===== config.mk =====
export PLATFORM = sky130hd
export DESIGN_NAME = cla_add_sequencer
export DESIGN_NICKNAME = d
export VERILOG_FILES = /design/src/rtl/cla_add_sequencer.sv
export SDC_FILE = /design/constraint.sdc
export NUM_CORES = 1
export LEC_CHECK = 0
export ABC_AREA = 1
export CAP_MARGIN = 40
export CORE_MARGIN = 3
export CORE_UTILIZATION = 40
export DETAILED_ROUTE_END_ITERATION = 6
export GPL_ROUTABILITY_DRIVEN = 0
export PLACE_DENSITY = 0.73
export SYNTH_ARGS = -nofsm -noshare
export SYNTH_HDL_FRONTEND = slang
export SYNTH_SLANG_ARGS = --single-unit

===== constraint.sdc =====
create_clock -name clk -period 4.1 [get_ports clk]
set_clock_uncertainty 0.1 [all_clocks]
set_input_delay 0.615 -clock clk [delete_from_list [all_inputs] [get_ports clk]]
set_output_delay 0.615 -clock clk [all_outputs]
set_load 0.02 [all_outputs]

===== src/rtl/cla_add_sequencer.sv =====
// Purpose: shares one 8-bit CLA slice among NUM_REQ requesters to perform WIDTH-bit adds, one byte per cycle.
// Latency: BEATS+1 cycles from accept to rsp_valid; one operation in flight, so peak rate is one op per BEATS+2 cycles.
// Backpressure: rsp_valid/id/sum/cout hold until rsp_ready; no request is accepted until the response is taken.
//
// Ports:
//   clk, rst                    rising-edge clock, synchronous active-high reset
//   req_valid/req_ready         per-requester handshake; req_ready is one-hot (or zero), combinational, IDLE only
//   req_a/req_b                 packed operands, requester i at [i*WIDTH +: WIDTH]
//   req_cin                     per-requester carry-in
//   rsp_valid/rsp_ready         response handshake
//   rsp_id/rsp_sum/rsp_cout     owner id, (A+B+cin) mod 2^WIDTH, carry out of bit WIDTH-1

// 8-bit carry-lookahead adder slice: {cout,sum} = add1 + add2 + cin.
// Two 4-bit lookahead groups; the low group's carry-out feeds the high group.
module add_8_1 (
  input  logic [7:0] add1,
  input  logic [7:0] add2,
  input  logic       cin,
  output logic [7:0] sum,
  output logic       cout
);

  logic [7:0] g;
  logic [7:0] p;
  logic [3:0] c_lo;
  logic [3:0] c_hi;
  logic [7:0] c_in_bit;

  // Carries c1..c4 of a 4-bit group, each a flat sum of generate/propagate products.
  function automatic logic [3:0] cla4(input logic [3:0] gg, input logic [3:0] pp, input logic ci);
    logic [3:0] c;
    c[0] = gg[0] | (pp[0] & ci);
    c[1] = gg[1] | (pp[1] & gg[0]) | (pp[1] & pp[0] & ci);
    c[2] = gg[2] | (pp[2] & gg[1]) | (pp[2] & pp[1] & gg[0]) | (pp[2] & pp[1] & pp[0] & ci);
    c[3] = gg[3] | (pp[3] & gg[2]) | (pp[3] & pp[2] & gg[1]) | (pp[3] & pp[2] & pp[1] & gg[0])
         | (pp[3] & pp[2] & pp[1] & pp[0] & ci);
    return c;
  endfunction

  assign g        = add1 & add2;
  assign p        = add1 ^ add2;
  assign c_lo     = cla4(g[3:0], p[3:0], cin);
  assign c_hi     = cla4(g[7:4], p[7:4], c_lo[3]);
  assign c_in_bit = {c_hi[2:0], c_lo, cin};
  assign sum      = p ^ c_in_bit;
  assign cout     = c_hi[3];

endmodule

module cla_add_sequencer #(
  parameter  int NUM_REQ = 4,
  parameter  int WIDTH   = 32,
  localparam int IDW     = $clog2(NUM_REQ)
) (
  input  logic                     clk,
  input  logic                     rst,
  input  logic [NUM_REQ-1:0]       req_valid,
  output logic [NUM_REQ-1:0]       req_ready,
  input  logic [NUM_REQ*WIDTH-1:0] req_a,
  input  logic [NUM_REQ*WIDTH-1:0] req_b,
  input  logic [NUM_REQ-1:0]       req_cin,
  output logic                     rsp_valid,
  input  logic                     rsp_ready,
  output logic [IDW-1:0]           rsp_id,
  output logic [WIDTH-1:0]         rsp_sum,
  output logic                     rsp_cout
);

  localparam int BEATS = WIDTH / 8;
  localparam int BW    = (BEATS > 1) ? $clog2(BEATS) : 1;
  localparam logic [BW-1:0]  LAST_BEAT = BW'(BEATS - 1);
  localparam logic [IDW:0]   NREQ_EXT  = (IDW + 1)'(NUM_REQ);
  localparam logic [IDW-1:0] LAST_ID   = IDW'(NUM_REQ - 1);

  typedef enum logic [1:0] {
    S_IDLE = 2'd0,
    S_RUN  = 2'd1,
    S_DONE = 2'd2
  } state_t;

  state_t           state;
  logic [IDW-1:0]   rr_ptr;
  logic [WIDTH-1:0] a_q;
  logic [WIDTH-1:0] b_q;
  logic [WIDTH-1:0] res_q;
  logic [IDW-1:0]   id_q;
  logic [BW-1:0]    beat;
  logic             carry;

  // ---------------------------------------------------------------------------
  // Round-robin grant: first valid requester at or after rr_ptr, circularly.
  // Scanning offsets from high to low lets the smallest offset win last.
  // ---------------------------------------------------------------------------
  logic           gnt_vld;
  logic [IDW-1:0] gnt_id;
  logic [IDW:0]   cand;

  always_comb begin
    gnt_vld = 1'b0;
    gnt_id  = '0;
    cand    = '0;
    for (int k = NUM_REQ - 1; k >= 0; k--) begin
      // rr_ptr + k stays below 2*NUM_REQ, so one conditional subtract wraps it.
      cand = {1'b0, rr_ptr} + (IDW + 1)'(k);
      if (cand >= NREQ_EXT) begin
        cand = cand - NREQ_EXT;
      end
      if (req_valid[cand[IDW-1:0]]) begin
        gnt_vld = 1'b1;
        gnt_id  = cand[IDW-1:0];
      end
    end
  end

  logic accept;
  assign accept = (state == S_IDLE) && gnt_vld && !rst;

  always_comb begin
    req_ready = '0;
    if (accept) begin
      req_ready[gnt_id] = 1'b1;
    end
  end

  // Operand select for the granted requester.
  logic [WIDTH-1:0] sel_a;
  logic [WIDTH-1:0] sel_b;
  logic             sel_cin;

  always_comb begin
    sel_a   = '0;
    sel_b   = '0;
    sel_cin = 1'b0;
    for (int i = 0; i < NUM_REQ; i++) begin
      if (gnt_id == IDW'(i)) begin
        sel_a   = req_a[i*WIDTH +: WIDTH];
        sel_b   = req_b[i*WIDTH +: WIDTH];
        sel_cin = req_cin[i];
      end
    end
  end

  // ---------------------------------------------------------------------------
  // Shared adder slice: current byte of each operand plus the chained carry.
  // ---------------------------------------------------------------------------
  logic [BW+2:0]    byte_lsb;
  logic [7:0]       add_sum;
  logic             add_cout;
  logic [WIDTH-1:0] res_full;

  assign byte_lsb = {beat, 3'b000};

  add_8_1 u_add (
    .add1 (a_q[byte_lsb +: 8]),
    .add2 (b_q[byte_lsb +: 8]),
    .cin  (carry),
    .sum  (add_sum),
    .cout (add_cout)
  );

  // Result with this cycle's byte merged in, so the final beat can publish
  // the complete sum in the same edge that writes its last byte.
  always_comb begin
    res_full = res_q;
    res_full[byte_lsb +: 8] = add_sum;
  end

  // ---------------------------------------------------------------------------
  // Sequencer FSM
  // ---------------------------------------------------------------------------
  always_ff @(posedge clk) begin
    if (rst) begin
      state     <= S_IDLE;
      rr_ptr    <= '0;
      a_q       <= '0;
      b_q       <= '0;
      res_q     <= '0;
      id_q      <= '0;
      beat      <= '0;
      carry     <= 1'b0;
      rsp_valid <= 1'b0;
      rsp_id    <= '0;
      rsp_sum   <= '0;
      rsp_cout  <= 1'b0;
    end else begin
      case (state)
        S_IDLE: begin
          if (accept) begin
            a_q    <= sel_a;
            b_q    <= sel_b;
            carry  <= sel_cin;
            id_q   <= gnt_id;
            beat   <= '0;
            rr_ptr <= (gnt_id == LAST_ID) ? '0 : gnt_id + IDW'(1);
            state  <= S_RUN;
          end
        end

        S_RUN: begin
          res_q <= res_full;
          carry <= add_cout;
          beat  <= beat + BW'(1);
          if (beat == LAST_BEAT) begin
            rsp_sum   <= res_full;
            rsp_cout  <= add_cout;
            rsp_id    <= id_q;
            rsp_valid <= 1'b1;
            state     <= S_DONE;
          end
        end

        S_DONE: begin
          if (rsp_ready) begin
            rsp_valid <= 1'b0;
            state     <= S_IDLE;
          end
        end

        default: begin
          state <= S_IDLE;
        end
      endcase
    end
  end

endmodule


Word-level counts from Yosys, hierarchy flattened
Cells that the tools add are included.
{ "totals": {"reg_bits": 141, "inputBits": 267, "out_inout_bits": 40, "word_cells": 161} }
{ "op_classes": {"n_addsub": 10, "n_lt_le_gt_ge": 10, "n_eq_ne": 9, "shift": 4, "n_mux": 48, "bitwise": 55, "reduce_logical": 13} }
{ "op_table": {"columns": ["op", "n"], "rows": [
  ["$mux 32", 8],
  ["$shiftx 32x6->8", 2],
  ["$and 1x1->1", 32],
  ["$bwmux 32", 1],
  ["$shift 8x7->32 const A", 1],
  ["$shiftx 8x7->32", 1],
  ["$mux 2", 13],
  ["$or 1x1->1", 20],
  ["$mux 1", 16],
  ["$xor 8x8->8", 2],
  ["$lt 2x3->1 const B", 5],
  ["$ge 3x3->1 const B", 3],
  ["$and 8x8->8", 1],
  ["$bmux 1 s2", 4],
  ["$eq 2x2->1 const B", 4],
  ["$sub 2x1->2 const B", 4],
  ["$neg 5->7", 1],
  ["$add 2x2->3 const B", 2],
  ["$ne 2x2->1 const B", 3],
  ["$pmux 2 s3", 1],
  ["$reduce_and 2->1", 3],
  ["$reduce_and 3->1", 2],
  ["$add 2x1->2 const B", 2],
  ["$eq 2x1->1 const B", 2],
  ["11 further kinds", 16]
]} }

Longest topological paths before layout
{ "logic_depth": {"depth_word": 16, "ltp_mapped": 21, "ltp_nobuf": 19} }

Modules after synthesis
Synthesis repeated with hierarchy kept, for this count alone.
{ "hier_totals": {"hier_cells": 1455, "hier_area_um2": 8715.9} }
{ "modules_own_cells": {"columns": ["mod", "instances", "cells_per_inst", "area_per_inst_um2", "seq_area_each_um2"], "rows": [
  ["cla_add_sequencer", 1, 1402, 8368.0, 2822.7],
  ["add_8_1", 1, 53, 347.8, 0.0]
]} }

Worst setup path after synthesis
Ideal clock, no wire load.
{ "synth_path": {"path_kind": "input to output", "startpoint": "input port req_valid[3]", "endpoint": "output port req_ready[1]", "arrival_ns": 2.578, "t_required_ns": 3.385, "setup_slack_ns": 0.807, "cell_stages": 12, "path_buffers": 2, "cell_sequence": "or2_1 o21ai_1 o21ai_0 inv_1 nand2_1 nand3_1 o21ai_0 ha_1 clkbuf_1 clkbuf_1 inv_1 nor2_1"} }
{ "synth_between": {"elab_chain_cells": 11, "word_cells_on_any_way": 24, "classes_between": "order compare: 2; mux: 19; reduce/logical: 3"} }
{ "synth_rtl": {"columns": ["element", "line_no", "text"], "rows": [
  ["start: declaration", "57", "input logic [NUM_REQ-1:0] req_valid,"],
  ["$bmux 1 s2", "108", "if (req_valid[cand[IDW-1:0]]) begin"],
  ["$mux 1 (implied by the code)", "108", null],
  ["$mux 2 (3 in series)", "108", null],
  ["$mux 2 *", "108", null],
  ["net gnt_id[0]", "95", "logic [IDW-1:0] gnt_id;"],
  ["$lt 2x3->1 (implied by the code) or $ge 2x1->1 (tied branches)", "121", "req_ready[gnt_id] = 1'b1;"],
  ["$logic_and 1x1->1 (implied by the code)", "121", null],
  ["$mux 1 (implied by the code)", "121", null],
  ["$demux 1 s2 *", "121", null],
  ["$mux 4 *", "120", "if (accept) begin"],
  ["end: declaration", "58", "output logic [NUM_REQ-1:0] req_ready,"]
]} }
Mark *: on every way through the listed nets, which the timed path passes. The rest lies on a longest branch. The select of a mux whose other input is x is not followed.

Worst setup path in the final report
Ends and elaborated chain as after synthesis.

==> key figures <==
Logic synthesis
  – Post-synthesis cell count: approximately 1200
  – Synth cell count leaders: inv_1 (154), nand2_1 (151), o21ai_0 (147)
  – #FFs+latches synth: 141
  – Post-synth EDFFs: 0
  – Most frequent cell after synthesis: inv_1
  – Mapped Avg Cell Area: around 6.7 um2
  – Synth unique cells: 37
  – Main flop type after synthesis: dfxtp_1
  – Sequential area share after synthesis: around a third
  – Synthesized area: between 8000 and 9000 um2
  – Net Count, Synth: 1522
  – Synth async-reset ratio: 0%
  – Top cell type's share of synthesized area: 34.3%
  – Main area contributors after synthesis: dfxtp_1 (34%), o21ai_0 (8.9%), nand3_1 (7.7%)
  – Yosys top cell by area: dfxtp_1
  – Ys Warns: 0

Global routing
  – Grt total ovfl: 0
  – Vias in the first global route: slightly below 9000
  – Global-route wire length before repair: around 44 mm
  – Initial antenna violation count: 1
  – Largest net degree at the start of global routing: 129
  – Overall routing resource usage: between 20 and 30%

Floorplan
  – Die Span X: 149 um
  – Die ar.: about 22000 um2
  – Initial Util: between 40% and 50%
  – Ports: ~300
  – Placeable Area: 19800 um2
  – Row cnt: 51
  – Chip height: 149 um

Critical path
  – Slack of the worst reg-to-reg path: 460 ps
  – Worst Path Required: roughly 3400 ps
  – Worst Path Arrival: around 3200 ps
  – Crit. End Element: output port
  – Reg2Reg Depth: 16
  – Largest delay share family, worst path: buffers and inverters
  – CP max-delay cell: clkdlybuf4s50_1
  – Crit start category: input port
  – R2r startpoint: beat[0]$_SDFFE_PP0P_
  – Crit path buf inv count: 4
  – Reg2reg end: res_q[29]$_SDFFE_PP0P_
  – Crit-path max FO: 4
  – Critical path class: in2out
  – Crit path cell chain: clkdlybuf4s50_1, or2_1, o21ai_1, o21ai_0, inv_1, nand2_1, nand3_1, o21ai_1, ha_2, inv_1, nor2_1, clkdlybuf4s50_1
  – CP peak stage delay: 640 ps

Clocking
  – Inserted Clock Buffers: 17
  – # resized after CTS: 0
  – Maximum clock insertion buffer count: 2
  – Post-CTS Setup Bufs: 0
  – Reg clk slew, reported paths: approximately 60 ps
  – Root Driver: clkbuf_16
  – Worst-Skew Late Latency: 420 ps
  – Cts hold-fix bufs: 0
  – CTS tree: done
  – H-tree depth: 4
  – Clock Sinks: 141

STA
  – Final setup viols: 0
  – Unrepaired setup endpoints after global routing: no
  – Post-layout minimum cycle time: 3880 ps
  – FMAX: ~260 MHz
  – Final Slew Violations: 0
  – Max-slew headroom: 45.3%
  – Worst-Margin Slew: between 800 and 900 ps
  – Final period utilization: a little over nine tenths
  – Final hold viol count: 0
  – Setup_tns: 0 ps

Drt
  – DR DRC count: 0
  – Vias per inst: around 5.2
  – ANT nets after route: 0
  – First drt pass iteration count: 5
  – Vias: ~9200
  – Initial drt markers: between 500 and 600
  – DR WL/cell: 16.4 um
  – Post-Route WL: a little under 30 mm

Outcome
  – Status: finished clean

Placed design
  – HPWL after DPL: ~22 mm
  – Port Buf Inserts: roughly 310

Min path
  – Hold path depth: 2
  – Worst hold-check path type: reg2reg
  – WHS Endpoint: rsp_valid$_SDFFE_PP0P_
  – Hold Startpoint: rsp_valid$_SDFFE_PP0P_

Power
  – Peak supply drop: roughly 0.42 mV
  – Total power divided by cell area: between 500 and 600 nW/um2
  – Leakage: around 5.1 nW

Cells and area
  – Layout cells sized above 1: ~4.6%
  – Nets: about 1800
  – Area Overhead vs Synth: 46.5%
  – Final core utilization: 60.8%

Flow run
  – Max-cap violations: 0
[report_power, final]
part / internal, W / switching (W)
Sequential: 0.00162 / 0.000132
Clock: 0.000957 / 0.000591
Combinational: 0.00138 / 0.00237
Total: 0.00395 / 0.00309
[metal layers]
| metal | GRT usage, % | vias to the layer above | wire length (um) | part of all wire (%) |
|---|---|---|---|---|
| li1 | - | 4677 | - | - |
| met1 | 29.9 | 4203 | 11700 | 40 |
| met2 | 44.6 | 299 | 14900 | 51 |
| met3 | 6.09 | 49 | 1730 | 6.0 |
| met4 | 7.92 | 0 | 732 | 2.5 |
| met5 | 0 | - | 0 | 0 |
[worst reg2reg max path: cells and delay by family (launching register included)]
| kind | cells | cell delay [ps] |
|---|---|---|
| buffers and inverters | 2 | 430 |
| flip-flops | 1 | 330 |
| XOR/XNOR | 1 | 380 |
| adder cells (fa/ha/maj) | 2 | 700 |
| AND/OR/NAND/NOR | 6 | 600 |
| AO/OA/AOI/OAI | 5 | 1000 |
[registers in the layout (all words and copies together) (netlist names)]
signal     flops
rsp_valid      1
id_q           2
rsp_id         2
state          2
carry          1
rsp_cout       1
res_q         32
beat           2
a_q           32
b_q           32
rr_ptr         2
rsp_sum       32
[area by class of cell]
cell class / instances / area, um2
clock buffers: 22 / 484
flip-flops and latches: 141 / 2820
well taps: 265 / 332
multi-input cells: 845 / 4450
clock inverters: 9 / 110
fillers: 1875 / 7780
repair buffers: 327 / 3270
diodes: 1 / 2.50
inverters: 160 / 601
[stage by stage]
step / cell area, um2 / setup slack (ps) / total power, W / hold WS (ps) / std cells
6_report: 12100 / 219 / 0.00704 / 391 / 1770
5_1_grt: 12100 / 3.71 / 0.00759 / 421 / 1770
4_1_cts: 12100 / 125 / 0.00706 / 390 / 1769
3_5_place_dp: 11500 / 155 / 0.00549 / 381 / 1738
3_3_place_gp: 11500 / 239 / 0.00544 / 367 / 1737
2_1_floorplan: 8240 / 807 / 0.00431 / 354 / 1235
[kinds of logic (layout without fill, tap and decap cells)]
logic type	count (synthesis)	in the layout	share of synthesized area, %
AO/OA/AOI/OAI	411	411	28.6
XOR/XNOR	3	3	0.410
adder cells (fa/ha/maj)	20	20	3.22
buffers and inverters	249	518	12.1
flip-flops	141	141	34.3
other	0	1	0
AND/OR/NAND/NOR	411	411	21.4
[worst max path at each step]
| stage | start | endpoint | depth (start not counted) |
|---|---|---|---|
| 5_1_grt | req_valid[3] | req_ready[1] | 12 |
| 2_1_floorplan | req_valid[3] | req_ready[1] | 12 |
| 6_report | req_valid[3] | req_ready[1] | 12 |
| 3_3_place_gp | req_valid[3] | req_ready[1] | 12 |
| 3_5_place_dp | req_valid[3] | req_ready[1] | 12 |
| 4_1_cts | req_valid[3] | req_ready[1] | 12 |
[cells in the final DEF, fill, tap and decap left out, types with 17 or more instances in the layout]
cell type        netlist  routed
a21oi_1              126     126
a22oi_1               63      63
buf_4                  2      17
clkbuf_16              0      17
clkdlybuf4s50_1        0     306
dfxtp_1              141     141
inv_1                154     154
nand2_1              151     151
nand3_1              127     127
nor2_1               113     111
o21ai_0              147     146
o21bai_1              18      18
o22ai_1               18      18
Note: power is estimated with default switching activity, not from simulation.
